$ cat config.mk
export PLATFORM = sky130hd
export DESIGN_NAME = pipelined_rca_adder
export DESIGN_NICKNAME = d
export VERILOG_FILES = /design/src/rtl/pipelined_rca_adder.sv
export SDC_FILE = /design/constraint.sdc
export NUM_CORES = 1
export LEC_CHECK = 0
export ABC_AREA = 1
export CAP_MARGIN = 25
export CELL_PAD_IN_SITES_DETAIL_PLACEMENT = 1
export CELL_PAD_IN_SITES_GLOBAL_PLACEMENT = 2
export CORE_MARGIN = 3
export CORE_UTILIZATION = 34
export CTS_BUF_LIST = sky130_fd_sc_hd__clkbuf_16
export DETAILED_ROUTE_END_ITERATION = 8
export PLACE_DENSITY_LB_ADDON = 0.1
export SLEW_MARGIN = 40
export SYNTH_ARGS = -nofsm -noshare
export SYNTH_HDL_FRONTEND = slang
export SYNTH_SLANG_ARGS = --single-unit
$ cat constraint.sdc
create_clock -name clk -period 2.3 [get_ports clk]
set_input_delay 0.345 -clock clk [delete_from_list [all_inputs] [get_ports clk]]
set_output_delay 0.345 -clock clk [all_outputs]
set_load 0.03 [all_outputs]
$ cat src/rtl/pipelined_rca_adder.sv
// pipelined_rca_adder
//   Pipelined ripple-carry add/subtract unit. A WIDTH-bit operation is split
//   into NSEG = WIDTH/SEG_W segments; segment k ripples in pipeline stage k, so
//   the critical path is an SEG_W-bit carry chain. Valid/ready handshake on
//   both sides with a single global advance; latency NSEG cycles, 1 op/cycle.
//
// Ports
//   clk        rising-edge clock
//   rst_n      asynchronous active-low reset
//   in_valid   operands/controls valid this cycle
//   in_ready   unit accepts operands this cycle (= !out_valid || out_ready)
//   a, b       WIDTH-bit operands
//   cin        carry-in (add) / borrow-in (sub)
//   sub        0: s = a + b + cin, 1: s = a - b - cin
//   out_valid  result valid
//   out_ready  downstream accepts result
//   s          result modulo 2^WIDTH
//   cout       add: carry-out; sub: 1 = no borrow
//   ovf        signed two's-complement overflow
module pipelined_rca_adder #(
  parameter int WIDTH = 32,
  parameter int SEG_W = 8
) (
  input  logic             clk,
  input  logic             rst_n,
  input  logic             in_valid,
  output logic             in_ready,
  input  logic [WIDTH-1:0] a,
  input  logic [WIDTH-1:0] b,
  input  logic             cin,
  input  logic             sub,
  output logic             out_valid,
  input  logic             out_ready,
  output logic [WIDTH-1:0] s,
  output logic             cout,
  output logic             ovf
);

  localparam int NSEG = WIDTH / SEG_W;

  if (SEG_W < 1 || WIDTH % SEG_W != 0) begin : g_bad_width
    $error("pipelined_rca_adder: WIDTH must be a non-zero multiple of SEG_W");
  end

  // Stage registers. Stage k holds the full operand words (upper segments are
  // the skew delay for later stages), the result word with segments 0..k
  // resolved, and the carry out of segment k. The last stage drives the outputs.
  logic [WIDTH-1:0] op_a [NSEG];
  logic [WIDTH-1:0] op_b [NSEG];
  logic [WIDTH-1:0] res  [NSEG];
  logic [NSEG-1:0]  carry;
  logic [NSEG-1:0]  vld;
  logic             ovf_q;

  // Per-stage inputs (from the ports for stage 0, from stage k-1 otherwise).
  logic [WIDTH-1:0] src_a    [NSEG];
  logic [WIDTH-1:0] src_b    [NSEG];
  logic [WIDTH-1:0] src_r    [NSEG];
  logic [WIDTH-1:0] res_next [NSEG];
  logic [NSEG-1:0]  src_c;
  logic [NSEG-1:0]  src_v;
  logic [NSEG-1:0]  co_next;
  logic [SEG_W:0]   seg_tot;
  logic             ovf_next;

  logic             adv;
  logic [WIDTH-1:0] b_mod;
  logic             cin_mod;

  // Subtraction as a + ~b + ~cin: borrow-in becomes an inverted carry-in.
  assign b_mod     = b ^ {WIDTH{sub}};
  assign cin_mod   = cin ^ sub;

  assign out_valid = vld[NSEG-1];
  assign adv       = !out_valid || out_ready;
  assign in_ready  = adv;

  assign s         = res[NSEG-1];
  assign cout      = carry[NSEG-1];
  assign ovf       = ovf_q;

  always_comb begin
    src_a[0] = a;
    src_b[0] = b_mod;
    src_r[0] = '0;
    src_c[0] = cin_mod;
    src_v[0] = in_valid;
    for (int unsigned k = 1; k < NSEG; k++) begin
      src_a[k] = op_a[k-1];
      src_b[k] = op_b[k-1];
      src_r[k] = res[k-1];
      src_c[k] = carry[k-1];
      src_v[k] = vld[k-1];
    end
  end

  always_comb begin
    seg_tot = '0;
    co_next = '0;
    for (int unsigned k = 0; k < NSEG; k++) begin
      seg_tot = {1'b0, src_a[k][k*SEG_W +: SEG_W]}
              + {1'b0, src_b[k][k*SEG_W +: SEG_W]}
              + {{SEG_W{1'b0}}, src_c[k]};
      res_next[k]                   = src_r[k];
      res_next[k][k*SEG_W +: SEG_W] = seg_tot[SEG_W-1:0];
      co_next[k]                    = seg_tot[SEG_W];
    end
  end

  // Carry into the MSB equals a ^ b ^ sum at that bit, so overflow can be taken
  // from the final segment without exposing its internal carry chain.
  assign ovf_next = src_a[NSEG-1][WIDTH-1] ^ src_b[NSEG-1][WIDTH-1]
                  ^ res_next[NSEG-1][WIDTH-1] ^ co_next[NSEG-1];

  // Data registers load only with a valid op so bubbles never disturb the
  // held result on s/cout/ovf.
  always_ff @(posedge clk or negedge rst_n) begin
    if (!rst_n) begin
      for (int unsigned k = 0; k < NSEG; k++) begin
        op_a[k] <= '0;
        op_b[k] <= '0;
        res[k]  <= '0;
      end
      carry <= '0;
      vld   <= '0;
      ovf_q <= 1'b0;
    end else if (adv) begin
      for (int unsigned k = 0; k < NSEG; k++) begin
        vld[k] <= src_v[k];
        if (src_v[k]) begin
          op_a[k]  <= src_a[k];
          op_b[k]  <= src_b[k];
          res[k]   <= res_next[k];
          carry[k] <= co_next[k];
        end
      end
      if (src_v[NSEG-1]) ovf_q <= ovf_next;
    end
  end

endmodule

After elaboration in Yosys (flattened, before gate mapping)
Index checks and enable logic that the tools add are counted.
- logic and storage cells: 35
- bits in registers: 281
- input bits: 70
- output and inout bits: 36
- $add $sub $neg: 8
- bitwise gates (word level): 5
- reductions and logical operators: 6
- operators by type and width (cell ; count):
    adder 8 x 8 -> 9 bit ; 4
    adder 9 x 1 -> 9 bit ; 4
    bitwise XOR 32 bit ; 1
    AND reduction 2 bit ; 4
    bitwise XOR 1 bit ; 4
    logical NOT 1 bit ; 1
    logical OR 1 bit ; 1

Logic depth before layout (Yosys ltp)
Gate-level depths: netlist of run 1.
- depth in word-level cells: 4
- gate-level depth with buffers: 15
- gate-level depth less buffers: 13

Worst setup path after synthesis of run 1
Ideal clock, no wire load.
- path type: input -> register
- start: input port sub
- end: register res[102] (netlist name)
- stages: 14
- data required time: 2.183 ns
- arrival time: 2.061 ns
- setup slack: 0.122 ns
- path through: buf_2 buf_2 xor2_1 fa_1 inv_1 fa_1 inv_1 nand3_1 nand2_1 nand2_1 nand2_1 nand2_1 nand3_1 nand2_1
- longest elaborated chain between the ends: 3
- elaborated cells between the ends (all ways): 4
- RTL lines (what ; RTL line ; RTL):
    start: declaration ; 31 ; input logic sub,
    bitwise XOR 32 bit ; 71 ; assign b_mod = b ^ {WIDTH{sub}};
    adder 8 x 8 -> 9 bit ; 102 ; + {1'b0, src_b[k][k*SEG_W +: SEG_W]}
    adder 9 x 1 -> 9 bit * ; 103 ; + {{SEG_W{1'b0}}, src_c[k]};
    end signal: indexed assignment ; 133 ; res[k] <= res_next[k];
    end: declaration ; 50 ; logic [WIDTH-1:0] res [NSEG];
Mark *: on every way between the ends. The rest lies on a longest branch, timed or not.
A chain may end at the register's enable or synchronous reset.

Final worst setup path of run 1
- start: input port out_ready
- end: output port in_ready
- longest elaborated chain between the ends: 1
- RTL lines (what ; RTL line ; RTL):
    start: declaration ; 33 ; input logic out_ready,
    logical OR 1 bit ; 75 ; assign adv = !out_valid || out_ready;
    end: declaration ; 27 ; output logic in_ready,
No other way between the ends.

==> results.ini, run 1 <==
[outcome]
status = finished, final reports clean

[clock_tree]
cts_tree = done
clock_latency_ps = 420
clkTransAtPathRegs_ps = 70
ctsLongestPathBuffers = 2
root_buffer = clkbuf_16
cts_inserted_buffers = 17
cts_sinks = 185
htreeDepth = 4

[global_route]
grt_pass1_wl_mm = 33.7
antenna_found_initial = 0
grt_usage_pct = 14.8
grt_max_degree = 62
grt_pass1_vias = 6444
grt_overflow = 0

[timing]
period_needed_ps = 2100
setup_violations = 0
skew_ps = 7.59
finalCritPeriodShare_pct = 91.2
slew_headroom_pct = 65.0
setup_ws_ps = 203
worst_slew_pin_slew_ps = 525
fmax_ghz = 0.477
hold_violations = 0
rsz0062_at_grt = false
slew_violations = 0

[floorplan]
die_y_um = 167
num_rows = 58
ios = 106
initial_core_util_pct = 34.8
die-width_um = 167
core_um2 = 25300
dieArea_um2 = 27900

[yosys]
ys_types = 26
syn_nets = 1110
synthCells = 1004
syn_area_per_cell_um2 = 8.78
synth-seq-area-share_pct = 52.5
synthesis.area_um2 = 8810
ys_ff_latch = 185
ys_dominant_reg_cell = dfrtp_1
async_flop_share_pct = 100
yosysWarningCount = 0
synth_edf_count = 0

[placement]
pre_cts_ws_ps = -69.9
place_area_um2 = 10000
dp_hpwl_mm = 14.3
portBuffers = 105
gp_congestion = 0.794
dpl.cell_count = 1385

[final_layout]
final_cells = 1417
area_growth_pct = 20.2
final_nets = 1181
fill_cells = 2992
antenna_cells = 0
drive_above_1_share_pct = 5.52
stdcell_area_um2 = 10600

[setup_path]
cp.required_ps = 1960
r2r_start = op_a[80]
criticalPathCategory = in -> out
crit_path_start_kind = input pin
end_kind = primary output
crit_start = out_ready
crit_fanout = 4
arrival_ps = 1750

[routing]
drt_iter0_drc = 303
totalWireLength_mm = 19.8
first_pass_iters = 4
ant_nets = 0
drc = 0
vias = 6303
vias_per_cell = 4.45
routedWlPerCell_um = 14.0

[job]
cap_violations = 0

[power]
p_leak_nw = 5.30
p_per_area_nw_per_um2 = 1270
ir_drop_v = 0.000496

[min_path]
min_from = a[18]
hp-class = in -> reg

[cells in the mapped netlist (2+ instances only)]
cell type	n	share of area (%)
a21o_1	3	0.26
a21oi_1	13	0.74
buf_1	3	0.13
buf_2	24	1.4
buf_4	36	3.1
buf_6	5	0.64
dfrtp_1	185	53
fa_1	8	1.8
ha_1	28	4.0
inv_1	57	2.4
inv_2	3	0.13
inv_4	2	0.14
nand2_1	432	18
nand3_1	24	1.4
nand3b_1	12	1.0
nor2_1	24	1.0
nor2_8	4	0.91
o21ai_0	73	4.1
o21ai_1	17	0.97
or2_2	3	0.21
xnor2_1	29	2.9
xor2_1	15	1.5
[cells by family after synthesis]
logic type,after synthesis,share of synthesized area [%]
AND/OR/NAND/NOR,500,23.2
flip-flops,185,52.5
buffers and inverters,132,7.99
AO/OA/AOI/OAI,107,6.17
XOR/XNOR,44,4.37
adder cells (fa/ha/maj),36,5.79
[critical path: stages]
cell	delay, ps
clkdlybuf4s50_1	490
nor2_8	290
inv_4	40
clkdlybuf4s50_1	590
[layout make-up]
type | count | area, um^2 | area share, %
inverters | 62 | 238 | 2.24
multi-input cells | 687 | 3480 | 32.8
well taps | 330 | 413 | 3.90
clock buffers | 17 | 425 | 4.01
repair buffers | 122 | 1250 | 11.8
flip-flops and latches | 185 | 4630 | 43.7
clock inverters | 14 | 156 | 1.48
[final timing paths]
check,to,slack [ps],cells after the start
max in group asynchronous,op_a[58],1040,3
hold / removal,op_a[114],450,3
hold reg to reg,op_b[91],470,2
setup reg to reg,carry[2],300,10
min in group asynchronous,ovf,480,2
setup / recovery,in_ready,200,4
[per-stage QoR]
step	setup TNS [ps]	utilization, %	hold WS [ps]	power [mW]
6_report	0	41.8	455	13.5
5_1_grt	0	41.8	449	14.7
4_1_cts	0	41.8	434	13.8
3_5_place_dp	-122	39.5	376	10.8
3_3_place_gp	-71.6	39.5	377	10.7
2_1_floorplan	0	-	49.4	9.17
[power by group]
group,internal [mW],total [mW],switching (mW)
sequential,4.54,5.23,0.693
clock,1.69,2.92,1.23
combinational,2.08,5.35,3.28
total,8.31,13.5,5.20
[metal layers]
layer	up-vias	wire, um	global-route usage (%)
met1	2956	10700	22.6
met2	94	8220	21.6
met5	-	0	0
li1	3238	-	-
met3	15	680	2.35
met4	0	228	4.09
[what timing repair did]
item,CTS,global route
resized for setup,0,0
endpoints found under the hold margin,54,0
setup buffers,0,0
hold buffers,1,0
[flip-flops by register name, indices dropped and copies added (netlist names)]
signal and count:
ovf 1, res 48, s 32, vld 4
op_b 48, op_a 48, carry 4
[layout by cell type (no fill, tap or decap), drive strengths merged]
cell and n:
a21o 3, a21oi 13, buf 17, bufinv 3
clkbuf 18, clkdlybuf4s50 103, clkinv 6, clkinvlp 4
dfrtp 185, dlygate4sd3 1, fa 8, ha 28
inv 63, nand2 433, nand3 24, nand3b 12
nor2 28, o21ai 90, o22ai 1, or2 3
xnor2 29, xor2 15
(Power assumes the default switching activity.)
==> run 2, diff against run 1 <==
Settings changed: CTS_CLUSTER_SIZE set to 16.
==> results of run 2 <==
Same layout as run 1: the final DEF is identical, and so are final timing and power.
